===== src/rtl/bin_to_bcd_seq.sv =====
// Sequential binary-to-BCD converter (shift-and-add-3) with leading-zero blank mask and saturation.
// Latency: o_valid is high in the cycle after edge BIN_WIDTH+1, counting the start-accept edge as edge 0.
// Backpressure: none; i_start is only accepted in IDLE and ignored while o_busy is high.
module bin_to_bcd_seq #(
  parameter int BIN_WIDTH  = 20,
  parameter int NUM_DIGITS = 6
) (
  input  logic                    i_clk,
  input  logic                    i_rst,
  input  logic                    i_start,
  input  logic [BIN_WIDTH-1:0]    i_bin,
  output logic                    o_busy,
  output logic                    o_valid,
  output logic [4*NUM_DIGITS-1:0] o_bcd,
  output logic [NUM_DIGITS-1:0]   o_blank,
  output logic                    o_overflow
);

  localparam int ACC_W = 4 * NUM_DIGITS;
  localparam int CNT_W = $clog2(BIN_WIDTH + 1);

  // Largest value representable in NUM_DIGITS decimal digits; larger inputs saturate to it.
  localparam logic [BIN_WIDTH-1:0] MAX_VAL = BIN_WIDTH'(10 ** NUM_DIGITS - 1);
  localparam logic [CNT_W-1:0]     LAST_CNT = CNT_W'(BIN_WIDTH - 1);

  // With everything zero, every digit except the units digit is a leading zero.
  localparam logic [NUM_DIGITS-1:0] BLANK_RST = {{(NUM_DIGITS - 1){1'b1}}, 1'b0};

  localparam logic [1:0] IDLE    = 2'd0;
  localparam logic [1:0] CONVERT = 2'd1;
  localparam logic [1:0] DONE    = 2'd2;

  logic [1:0]                 state;
  logic [CNT_W-1:0]           cnt;
  logic [BIN_WIDTH-1:0]       bin_reg;
  logic [ACC_W-1:0]           acc;
  logic                       ovf_flag;

  logic [ACC_W-1:0]           acc_adj;
  logic [ACC_W+BIN_WIDTH-1:0] shifted;
  logic [NUM_DIGITS-1:0]      blank_next;
  logic                       all_zero;

  assign o_busy = (state != IDLE);

  // Add-3 correction on every accumulator nibble that is 5 or more, ahead of the shift.
  always_comb begin
    acc_adj = acc;
    for (int d = 0; d < NUM_DIGITS; d++) begin
      if (acc[4*d +: 4] >= 4'd5) begin
        acc_adj[4*d +: 4] = acc[4*d +: 4] + 4'd3;
      end
    end
  end

  // One conversion step: the corrected accumulator and the remaining binary bits move left as one word.
  always_comb begin
    shifted = {acc_adj, bin_reg} << 1;
  end

  // Leading-zero mask: walk down from the top digit while all digits seen so far are zero; units never blank.
  always_comb begin
    blank_next = '0;
    all_zero   = 1'b1;
    for (int n = NUM_DIGITS - 1; n >= 1; n--) begin
      all_zero      = all_zero & (acc[4*n +: 4] == 4'd0);
      blank_next[n] = all_zero;
    end
  end

  // Control FSM, datapath registers and output registers; outputs only update at completion.
  always_ff @(posedge i_clk) begin
    if (i_rst) begin
      state      <= IDLE;
      cnt        <= '0;
      bin_reg    <= '0;
      acc        <= '0;
      ovf_flag   <= 1'b0;
      o_valid    <= 1'b0;
      o_bcd      <= '0;
      o_blank    <= BLANK_RST;
      o_overflow <= 1'b0;
    end else begin
      o_valid <= 1'b0;
      case (state)
        IDLE: begin
          if (i_start) begin
            acc   <= '0;
            cnt   <= '0;
            state <= CONVERT;
            if (i_bin > MAX_VAL) begin
              bin_reg  <= MAX_VAL;
              ovf_flag <= 1'b1;
            end else begin
              bin_reg  <= i_bin;
              ovf_flag <= 1'b0;
            end
          end
        end
        CONVERT: begin
          acc     <= shifted[ACC_W+BIN_WIDTH-1:BIN_WIDTH];
          bin_reg <= shifted[BIN_WIDTH-1:0];
          cnt     <= cnt + 1'b1;
          if (cnt == LAST_CNT) begin
            state <= DONE;
          end
        end
        DONE: begin
          o_bcd      <= acc;
          o_blank    <= blank_next;
          o_overflow <= ovf_flag;
          o_valid    <= 1'b1;
          state      <= IDLE;
        end
        default: begin
          state <= IDLE;
        end
      endcase
    end
  end

endmodule


===== config.mk =====
export PLATFORM = sky130hd
export DESIGN_NAME = bin_to_bcd_seq
export DESIGN_NICKNAME = d
export VERILOG_FILES = /design/src/rtl/bin_to_bcd_seq.sv
export SDC_FILE = /design/constraint.sdc
export NUM_CORES = 1
export LEC_CHECK = 0
export ABC_AREA = 1
export CAP_MARGIN = 5
export CORE_MARGIN = 1.5
export CORE_UTILIZATION = 41
export DETAILED_ROUTE_END_ITERATION = 10
export PLACE_DENSITY_LB_ADDON = 0.08
export SLEW_MARGIN = 20
export SYNTH_ARGS = -nofsm -noshare
export SYNTH_HDL_FRONTEND = slang
export SYNTH_SLANG_ARGS = --single-unit

===== constraint.sdc =====
create_clock -name i_clk -period 1.9 [get_ports i_clk]
set_input_delay 0.19 -clock i_clk [delete_from_list [all_inputs] [get_ports i_clk]]
set_output_delay 0.19 -clock i_clk [all_outputs]
set_load 0.01 [all_outputs]

==> results of run 1 <==
[synth_stat cells]
cell type	n	area share
sky130_fd_sc_hd__conb_1	1	0.0010
sky130_fd_sc_hd__or2_2	4	0.0067
sky130_fd_sc_hd__nor2_2	1	0.0017
sky130_fd_sc_hd__nor2_4	1	0.0030
sky130_fd_sc_hd__inv_2	3	0.0030
sky130_fd_sc_hd__nand2_1	87	0.088
sky130_fd_sc_hd__nand3_1	12	0.016
sky130_fd_sc_hd__a22oi_1	9	0.018
sky130_fd_sc_hd__o211ai_1	8	0.016
sky130_fd_sc_hd__buf_4	1	0.0020
sky130_fd_sc_hd__xor2_1	2	0.0047
sky130_fd_sc_hd__nor3_1	2	0.0027
sky130_fd_sc_hd__buf_2	13	0.018
sky130_fd_sc_hd__dfxtp_1	83	0.45
sky130_fd_sc_hd__o21ai_0	70	0.094
sky130_fd_sc_hd__inv_1	56	0.057
sky130_fd_sc_hd__clkbuf_1	7	0.0071
sky130_fd_sc_hd__a22o_1	1	0.0024
sky130_fd_sc_hd__o21ai_1	3	0.0040
sky130_fd_sc_hd__nor3b_1	1	0.0020
sky130_fd_sc_hd__o22ai_1	5	0.0084
sky130_fd_sc_hd__o311a_1	1	0.0027
sky130_fd_sc_hd__buf_6	1	0.0030
sky130_fd_sc_hd__a21oi_1	46	0.062
sky130_fd_sc_hd__nand2_2	1	0.0017
sky130_fd_sc_hd__nand4_1	14	0.024
sky130_fd_sc_hd__o2111ai_1	2	0.0047
sky130_fd_sc_hd__o22ai_2	3	0.010
sky130_fd_sc_hd__o32ai_1	1	0.0024
sky130_fd_sc_hd__ha_1	17	0.057
sky130_fd_sc_hd__nor2_1	30	0.030
[power groups by stage]
stage	clock, uW	combinational (uW)	sequential (uW)
floorplan	0	212	1850
global placement	0	332	1860
detailed placement	0	337	1860
CTS	1430	339	1820
global route	1530	381	1830
finish	1410	334	1820
[logic make-up (layout without fill, tap and decap cells)]
| family | after synthesis | count (layout) |
|---|---|---|
| AO/OA/AOI/OAI | 149 | 149 |
| XOR/XNOR | 2 | 2 |
| adder cells (fa/ha/maj) | 17 | 17 |
| buffers and inverters | 81 | 139 |
| flip-flops | 83 | 83 |
| other | 1 | 1 |
| AND/OR/NAND/NOR | 153 | 153 |
[path summary, 6_finish.rpt]
| kind | start | endpoint | slack (ps) |
|---|---|---|---|
| max | state[0] | o_busy | 320 |
| min | bin_reg[2] | bin_reg[2] | 450 |
| max reg2reg | acc[16] | acc[18] | 350 |
| min reg2reg | bin_reg[2] | bin_reg[2] | 450 |
[worst max-delay path, delay by kind of cell (launching register included)]
| kind | cells | cell delay, ps |
|---|---|---|
| AND/OR/NAND/NOR | 1 | 100 |
| buffers and inverters | 2 | 600 |
| flip-flops | 1 | 350 |
[area by class of cell]
class	count	area share
tap	108	0.0294
sequential	83	0.361
inverter	59	0.0481
timing repair buffer	66	0.140
clock buffer	12	0.0337
clock inverter	2	0.0131
multi-input combinational	322	0.375
[metrics by stage]
step	hold WS, ps	instance area (um2)	util
3_3_place_gp	438	4390	0.500
4_1_cts	457	4600	0.525
3_5_place_dp	439	4390	0.500
5_1_grt	475	4600	0.525
2_1_floorplan	334	3720	-
6_report	452	4600	0.525
[metal layers]
layer	global-route usage	share of wire	vias up
li1	-	-	1734
met1	0.258	0.49	1493
met2	0.299	0.45	49
met3	0.0429	0.038	11
met4	0.0596	0.016	0
met5	0	0	-
==> run_results.csv, run 1 <==
group,metric,value,unit
worst_setup_path,crit_fanout,2,
worst_setup_path,timing.critical_path.slowest_cell_delay,540,ps
route,drtIter0Drc,99,
pwr,total_power,3560,uW
logic_synthesis,synthCells,486,
sta,max_clock_freq,631,MHz
route,drtAntennaViolNets,0,
sta,final_critical_path_setup_slack,316,ps
sta,finalWorstPathRequiredPeriod,1580,ps
worst_setup_path,reg2reg_depth,7,
worst_setup_path,crit_path_cells,"inv_1 > nand2_1 > clkdlybuf4s50_1",
logic_synthesis,synth_compound_area_frac,0.225,
cells_and_area,finish.cell_count_without_fillers,652,
sta,timing.clock.skew,8.61,ps
floorplan,floorplan.die.height,98.2,um
worst_setup_path,critical_path_arrival,1390,ps
grt,initial_antenna_violation_count,0,
worst_setup_path,cp_slowest_cell,"sky130_fd_sc_hd__clkdlybuf4s50_1",
grt,grt_overflow,0,
cells_and_area,final_common_cell,"sky130_fd_sc_hd__nand2_1",
logic_synthesis,post_synth_fa_ha_maj_area_fraction,0.0572,
floorplan,floorplan.io_pins,56,
sta,number_of_endpoints_failing_setup_at_the_final_stage,0,
clocking,post-cts-setup-buffer-count,0,
worst_setup_path,timing.critical_path.to_type,"output port",
pwr,switching_share,0.234,
cells_and_area,antenna-diode-count,0,
pwr,vdd.ir_drop.worst,371,uV
route,remaining_drc_errors,0,
cells_and_area,seqCellArea,0.00166,mm2
route,via_count,3287,
route,avgViaCountPerCell,5.04,
logic_synthesis,syn_area,0.00372,mm2
run_status,status,"complete, no violations",
cells_and_area,multi_input_area,0.00172,mm2
grt,grt.total_usage,0.189,
sta,finalHoldViolations,0,
pwr,power.leakage,0.00187,uW
sta,rsz0062_at_grt,"false",
floorplan,core_area,0.00876,mm2
floorplan,rows,34,
clocking,cts.sink_count,83,
grt,vias_in_the_first_global_route,3107,
floorplan,die_w,98.2,um
clocking,path_clk_slew,80,ps
pwr,p_int,2730,uW
clocking,cts.repair.resized,0,
route,wl,8.69,mm
logic_synthesis,post_synth_num_cell_types,31,
clocking,clockRootBuffer,"sky130_fd_sc_hd__clkbuf_8",
clocking,worst_skew_pair.late_latency,350,ps
clocking,cts-hold-fix-buffers,0,
pwr,power_switching,835,uW
logic_synthesis,synth_top_family_by_area,"compound AO/OA/AOI/OAI gates",
clocking,tritoncts,"built",
placed_design,gpl.final_weighted_congestion,0.855,
hold_path,worstHoldPathType,"reg2reg",
logic_synthesis,seq_area_frac_synth,0.447,
cells_and_area,layout.cells.most_common_list,"sky130_fd_sc_hd__nand2_1, sky130_fd_sc_hd__dfxtp_1, sky130_fd_sc_hd__o21ai_0, sky130_fd_sc_hd__inv_1, sky130_fd_sc_hd__clkdlybuf4s50_1",
grt,grt_max_degree,50,
cells_and_area,layout-area-overhead-vs-synth,23.8,%
placed_design,hpwlAfterDp,5.95,mm
pwr,pwr-share-comb,0.094,
placed_design,port_buffers,54,
clocking,tritoncts.num_buffers,9,
cells_and_area,drive_gt1_frac,0.0699,
logic_synthesis,synth_simple_gate_area_frac,0.176,
placed_design,placement.setup.worst_slack,286,ps
route,detail_route.wl_per_cell,13.3,um
pwr,p_seq_frac,0.511,
route,1st_pass_router_iterations,4,
pwr,clk_network_pwr_share,0.396,
logic_synthesis,syn-mean-instance-area,7.65,um2
sta,final-max-slew-violation-count,0,
sta,total_negative_slack_for_setup_checks,0,ps
logic_synthesis,yosys.area_share.xor_xnor,0.00471,
logic_synthesis,post_synthesis_sequential_element_count,83,
clocking,worst_case_clock_buffer_depth,2,
worst_setup_path,worst-endpoint-required,1710,ps
logic_synthesis,synth_nets,526,
worst_setup_path,criticalPathCategory,"reg2out",
grt,grt_first_pass_wirelength,14.8,mm
logic_synthesis,post_synth_mux_area_share,0,
placed_design,numPlacedInstances,638,
hold_path,min_delay_path_depth,2,
worst_setup_path,critical_path.startpoint_type,"register",
clocking,ctsHtreeMaxLevel,3,
logic_synthesis,synthesis.yosys.warnings,0,
flow_run,maxCapViolations,0,
pwr,p_per_area,774,mW/mm2
cells_and_area,num-nets-final,581,
sta,final_min_period_over_clock_period,0.834,
floorplan,die_area,0.00965,mm2
cells_and_area,fill_cells,884,
floorplan,initial_core_utilization,0.424,
(Power assumes the default switching activity.)
==> inputs of run 2 (changes only) <==
- clock period: 1.9 -> 1.6 ns (I/O delays scaled with it)
==> run_results.csv, run 2 (synthesis results as in run 1) <==
group,metric,value,unit
sta,finalHoldViolations,0,
sta,total_negative_slack_for_setup_checks,0,ps
floorplan,initial_core_utilization,0.424,
cells_and_area,drive_gt1_frac,0.104,
clocking,tritoncts,"built",
pwr,power.leakage,0.00196,uW
sta,number_of_endpoints_failing_setup_at_the_final_stage,0,
pwr,total_power,4510,uW
route,detail_route.wl_per_cell,13.5,um
clocking,clockRootBuffer,"sky130_fd_sc_hd__clkbuf_8",
placed_design,placement.setup.worst_slack,-66.6,ps
placed_design,port_buffers,54,
clocking,cts.sink_count,83,
sta,timing.clock.skew,11.3,ps
worst_setup_path,crit_fanout,6,
grt,initial_antenna_violation_count,0,
clocking,worst_skew_pair.late_latency,350,ps
route,1st_pass_router_iterations,4,
hold_path,worstHoldPathType,"in2reg",
grt,grt_overflow,0,
placed_design,placedInstanceArea,0.00447,mm2
worst_setup_path,critical_path.startpoint_type,"register",
worst_setup_path,criticalPathCategory,"reg2reg",
floorplan,floorplan.io_pins,56,
pwr,p_per_area,949,mW/mm2
sta,final_critical_path_setup_slack,120,ps
flow_run,maxCapViolations,0,
worst_setup_path,critical_path_arrival,1710,ps
clocking,worst_case_clock_buffer_depth,2,
cells_and_area,multi_input_area,0.00173,mm2
placed_design,hpwlAfterDp,6.26,mm
cells_and_area,antenna-diode-count,0,
floorplan,floorplan.die.height,98.2,um
clocking,tritoncts.num_buffers,9,
worst_setup_path,timing.critical_path.to_type,"register",
clocking,path_clk_slew,90,ps
route,avgViaCountPerCell,5.04,
route,drtAntennaViolNets,0,
cells_and_area,layout.cells.most_common_list,"sky130_fd_sc_hd__nand2_1, sky130_fd_sc_hd__dfxtp_1, sky130_fd_sc_hd__o21ai_0, sky130_fd_sc_hd__inv_1, sky130_fd_sc_hd__clkdlybuf4s50_1",
cells_and_area,final_standard_cell_utilization_of_the_core,0.542,
cells_and_area,fill_cells,884,
sta,finalWorstPathRequiredPeriod,1480,ps
route,remaining_drc_errors,0,
grt,grt.total_usage,0.194,
sta,max_clock_freq,676,MHz
floorplan,die_area,0.00965,mm2
grt,vias_in_the_first_global_route,3278,
pwr,vdd.ir_drop.worst,428,uV
cells_and_area,layout-area-overhead-vs-synth,27.8,%
floorplan,core_area,0.00876,mm2
cells_and_area,final_common_cell,"sky130_fd_sc_hd__nand2_1",
worst_setup_path,worst-endpoint-required,1830,ps
route,via_count,3359,
route,wl,9.02,mm
floorplan,rows,34,
cells_and_area,seqCellArea,0.00166,mm2
route,drtIter0Drc,147,
clocking,ctsHtreeMaxLevel,3,
run_status,status,"complete, no violations",
cells_and_area,final_design_area_no_fill,0.00475,mm2
sta,final-max-slew-violation-count,0,
placed_design,gpl.final_weighted_congestion,0.831,
cells_and_area,num-nets-final,594,
grt,grt_first_pass_wirelength,15.2,mm
floorplan,die_w,98.2,um
grt,grt_max_degree,34,
sta,final_min_period_over_clock_period,0.925,
==> run 2: cell count changes in the layout (fill, tap and decap cells not counted), sizes merged <==
cell and change:
buf +13, clkdlybuf4s50 -1, dlygate4sd2 +1, clkinv +1, bufinv +1
==> run 2: path summary, 6_finish.rpt <==
path                            slack, ps        from  cells after the start    endpoint
worst max register to register        120     acc[17]                      7     acc[18]
worst max-delay path                  120     acc[17]                      7     acc[18]
worst min register to register        460  bin_reg[2]                      2  bin_reg[2]
worst min-delay path                  420    i_bin[0]                      3  bin_reg[0]
==> run 2: metrics by stage <==
stage / std cells / hold WS [ps]
6_report: 667 / 422
5_1_grt: 667 / 439
4_1_cts: 665 / 418
3_5_place_dp: 649 / 439
3_3_place_gp: 649 / 439
2_1_floorplan: 486 / 304
==> run 2: final cells by class <==
cell class,instances,share of cell area
Clock inverter,4,0.0200
Inverter,59,0.0466
Clock buffer,12,0.0348
Multi-Input combinational cell,322,0.364
Timing Repair Buffer,79,0.156
Sequential cell,83,0.350
Tap cell,108,0.0284
==> run 2: timing repair <==
item	4_1_cts	5_1_grt
hold buffers	0	0
setup buffers	0	2
gates resized for setup	1	5
endpoints found under the setup margin	1	26
pin swaps	0	2
==> run 2: per-layer routing <==
| layer | track usage | part of all wire |
|---|---|---|
| met5 | 0 | 0 |
| met4 | 0.0823 | 0.012 |
| met3 | 0.0344 | 0.037 |
| met2 | 0.317 | 0.48 |
| met1 | 0.251 | 0.47 |
==> run 2: critical path: stages, from the launching register on <==
cell,delay (ps)
sky130_fd_sc_hd__dfxtp_1,340
sky130_fd_sc_hd__inv_1,100
sky130_fd_sc_hd__ha_1,200
sky130_fd_sc_hd__or2_2,320
sky130_fd_sc_hd__nand3_1,150
sky130_fd_sc_hd__nand2_1,70
sky130_fd_sc_hd__o211ai_1,90
sky130_fd_sc_hd__o21ai_0,100
==> run 2: where the power goes <==
| group | internal (uW) | switching, uW | total, uW |
|---|---|---|---|
| logic | 175 | 242 | 417 |
| clock network | 1160 | 769 | 1930 |
| registers | 2130 | 32.5 | 2160 |
| total | 3470 | 1040 | 4510 |
==> inputs of run 3 (changes only) <==
==> constraint.sdc (replaced) <==
create_clock -name i_clk -period 1.6 [get_ports i_clk]
set_input_delay 0.32 -clock i_clk [delete_from_list [all_inputs] [get_ports i_clk]]
set_output_delay 0.32 -clock i_clk [all_outputs]
set_load 0.01 [all_outputs]
==> run_results.csv, run 3 (synthesis results as in run 1) <==
group,metric,value,unit
run_status,status,"complete, no violations",
route,drtAntennaViolNets,0,
placed_design,gpl.final_weighted_congestion,0.825,
sta,final_critical_path_setup_slack,49.2,ps
cells_and_area,drive_gt1_frac,0.113,
placed_design,port_buffers,54,
floorplan,initial_core_utilization,0.424,
pwr,power.leakage,0.00204,uW
clocking,cts.sink_count,83,
floorplan,die_area,0.00965,mm2
grt,grt.met2_usage,0.329,
sta,final_min_period_over_clock_period,0.969,
pwr,p_per_area,899,mW/mm2
cells_and_area,layout-area-overhead-vs-synth,28.9,%
grt,vias_in_the_first_global_route,3310,
route,via_count,3388,
worst_setup_path,family_with_the_most_delay_on_the_worst_path,"buffers and inverters",
clocking,worst_skew_pair.late_latency,350,ps
worst_setup_path,timing.critical_path.to_type,"output port",
cells_and_area,fill_cells,862,
sta,number_of_endpoints_failing_setup_at_the_final_stage,0,
clocking,cts-hold-fix-buffers,0,
grt,grt_overflow,0,
worst_setup_path,critical_path.startpoint_type,"register",
clocking,tritoncts,"built",
floorplan,floorplan.io_pins,56,
floorplan,rows,34,
grt,grt_max_degree,34,
worst_setup_path,cp_slowest_cell,"sky130_fd_sc_hd__clkdlybuf4s50_1",
sta,finalWorstPathRequiredPeriod,1550,ps
route,wl,8.87,mm
sta,rsz0062_at_grt,"false",
grt,grt_first_pass_wirelength,15.0,mm
sta,timing.clock.skew,9.49,ps
sta,max_clock_freq,645,MHz
grt,grt.total_usage,0.191,
sta,finalHoldViolations,0,
clocking,clockRootBuffer,"sky130_fd_sc_hd__clkbuf_8",
route,drtIter0Drc,143,
cells_and_area,antenna-diode-count,0,
floorplan,floorplan.die.height,98.2,um
route,avgViaCountPerCell,5.01,
worst_setup_path,worst-endpoint-required,1280,ps
clocking,ctsHtreeMaxLevel,3,
worst_setup_path,crit_fanout,2,
cells_and_area,layout.cells.most_common_list,"sky130_fd_sc_hd__nand2_1, sky130_fd_sc_hd__dfxtp_1, sky130_fd_sc_hd__o21ai_0, sky130_fd_sc_hd__inv_1, sky130_fd_sc_hd__clkdlybuf4s50_1",
floorplan,core_area,0.00876,mm2
pwr,vdd.ir_drop.worst,526,uV
sta,final-max-slew-violation-count,0,
placed_design,placedInstanceArea,0.00454,mm2
route,remaining_drc_errors,0,
worst_setup_path,critPathBufInv,1,
worst_setup_path,criticalPathCategory,"reg2out",
route,detail_route.wl_per_cell,13.1,um
grt,global_route.peak_usage_layer,"met2",
cells_and_area,final_common_cell,"sky130_fd_sc_hd__nand2_1",
clocking,tritoncts.num_buffers,9,
route,1st_pass_router_iterations,4,
cells_and_area,num-nets-final,603,
worst_setup_path,crit_path_cells,"clkdlybuf4s50_1",
grt,grt_util_met3,0.0458,
worst_setup_path,timing.critical_path.slowest_cell_delay,540,ps
grt,initial_antenna_violation_count,0,
placed_design,placement.setup.worst_slack,-202,ps
flow_run,maxCapViolations,0,
grt,use_met1,0.237,
clocking,path_clk_slew,80,ps
floorplan,die_w,98.2,um
worst_setup_path,critical_path_arrival,1230,ps
clocking,worst_case_clock_buffer_depth,2,
hold_path,worstHoldPathType,"reg2reg",
cells_and_area,final_design_area_no_fill,0.00479,mm2
placed_design,hpwlAfterDp,6.23,mm
-- run 3: through the flow --
step / utilization / power (uW) / std cells / setup TNS (ps) / hold WS, ps
finish: 0.547 / 4310 / 676 / 0 / 459
global route: 0.547 / 4500 / 676 / 0 / 485
CTS: 0.544 / 4350 / 675 / 0 / 459
detailed placement: 0.518 / 2650 / 659 / -7150 / 446
global placement: 0.518 / 2650 / 659 / -5270 / 439
floorplan: - / 2450 / 486 / 0 / 426
-- run 3: path summary, 6_finish.rpt --
check | slack (ps) | end | cells after the start | from
hold / removal | 460 | bin_reg[1] | 2 | bin_reg[1]
setup reg to reg | 100 | acc[18] | 7 | acc[16]
setup / recovery | 50 | o_bcd[4] | 1 | o_bcd[4]
hold reg to reg | 460 | bin_reg[1] | 2 | bin_reg[1]
-- run 3: layer usage --
metal  vias to the layer above  share of wire  routed length [um]
met1                      1535           0.46                4110
li1                       1773              -                   -
met5                         -              0                   0
met2                        72           0.48                4220
met4                         0          0.013                 119
met3                         8          0.048                 423
-- run 3: report_power, final --
| part | internal, uW | total [uW] | switching [uW] |
|---|---|---|---|
| combinational | 197 | 442 | 245 |
| sequential | 2130 | 2160 | 33.2 |
| clock | 963 | 1700 | 741 |
-- run 3: final cells by class --
type	instances	area, um2	share of cell area
multi-input combinational	322	1730	0.360
tap	108	135	0.0282
clock buffer	12	155	0.0324
timing repair buffer	88	820	0.171
clock inverter	4	72.6	0.0151
inverter	59	221	0.0462
sequential	83	1660	0.347
-- run 3: worst min-delay path: stages, from the launching register on --
cell	delay [ps]
sky130_fd_sc_hd__dfxtp_1	320
sky130_fd_sc_hd__nand2_1	60
sky130_fd_sc_hd__nand2_1	40
-- run 3: repair_timing --
| item | CTS | global route |
|---|---|---|
| endpoints found under the setup margin | 1 | 41 |
| setup buffers | 0 | 1 |
| pin swaps | 0 | 1 |
| gates resized for setup | 1 | 8 |
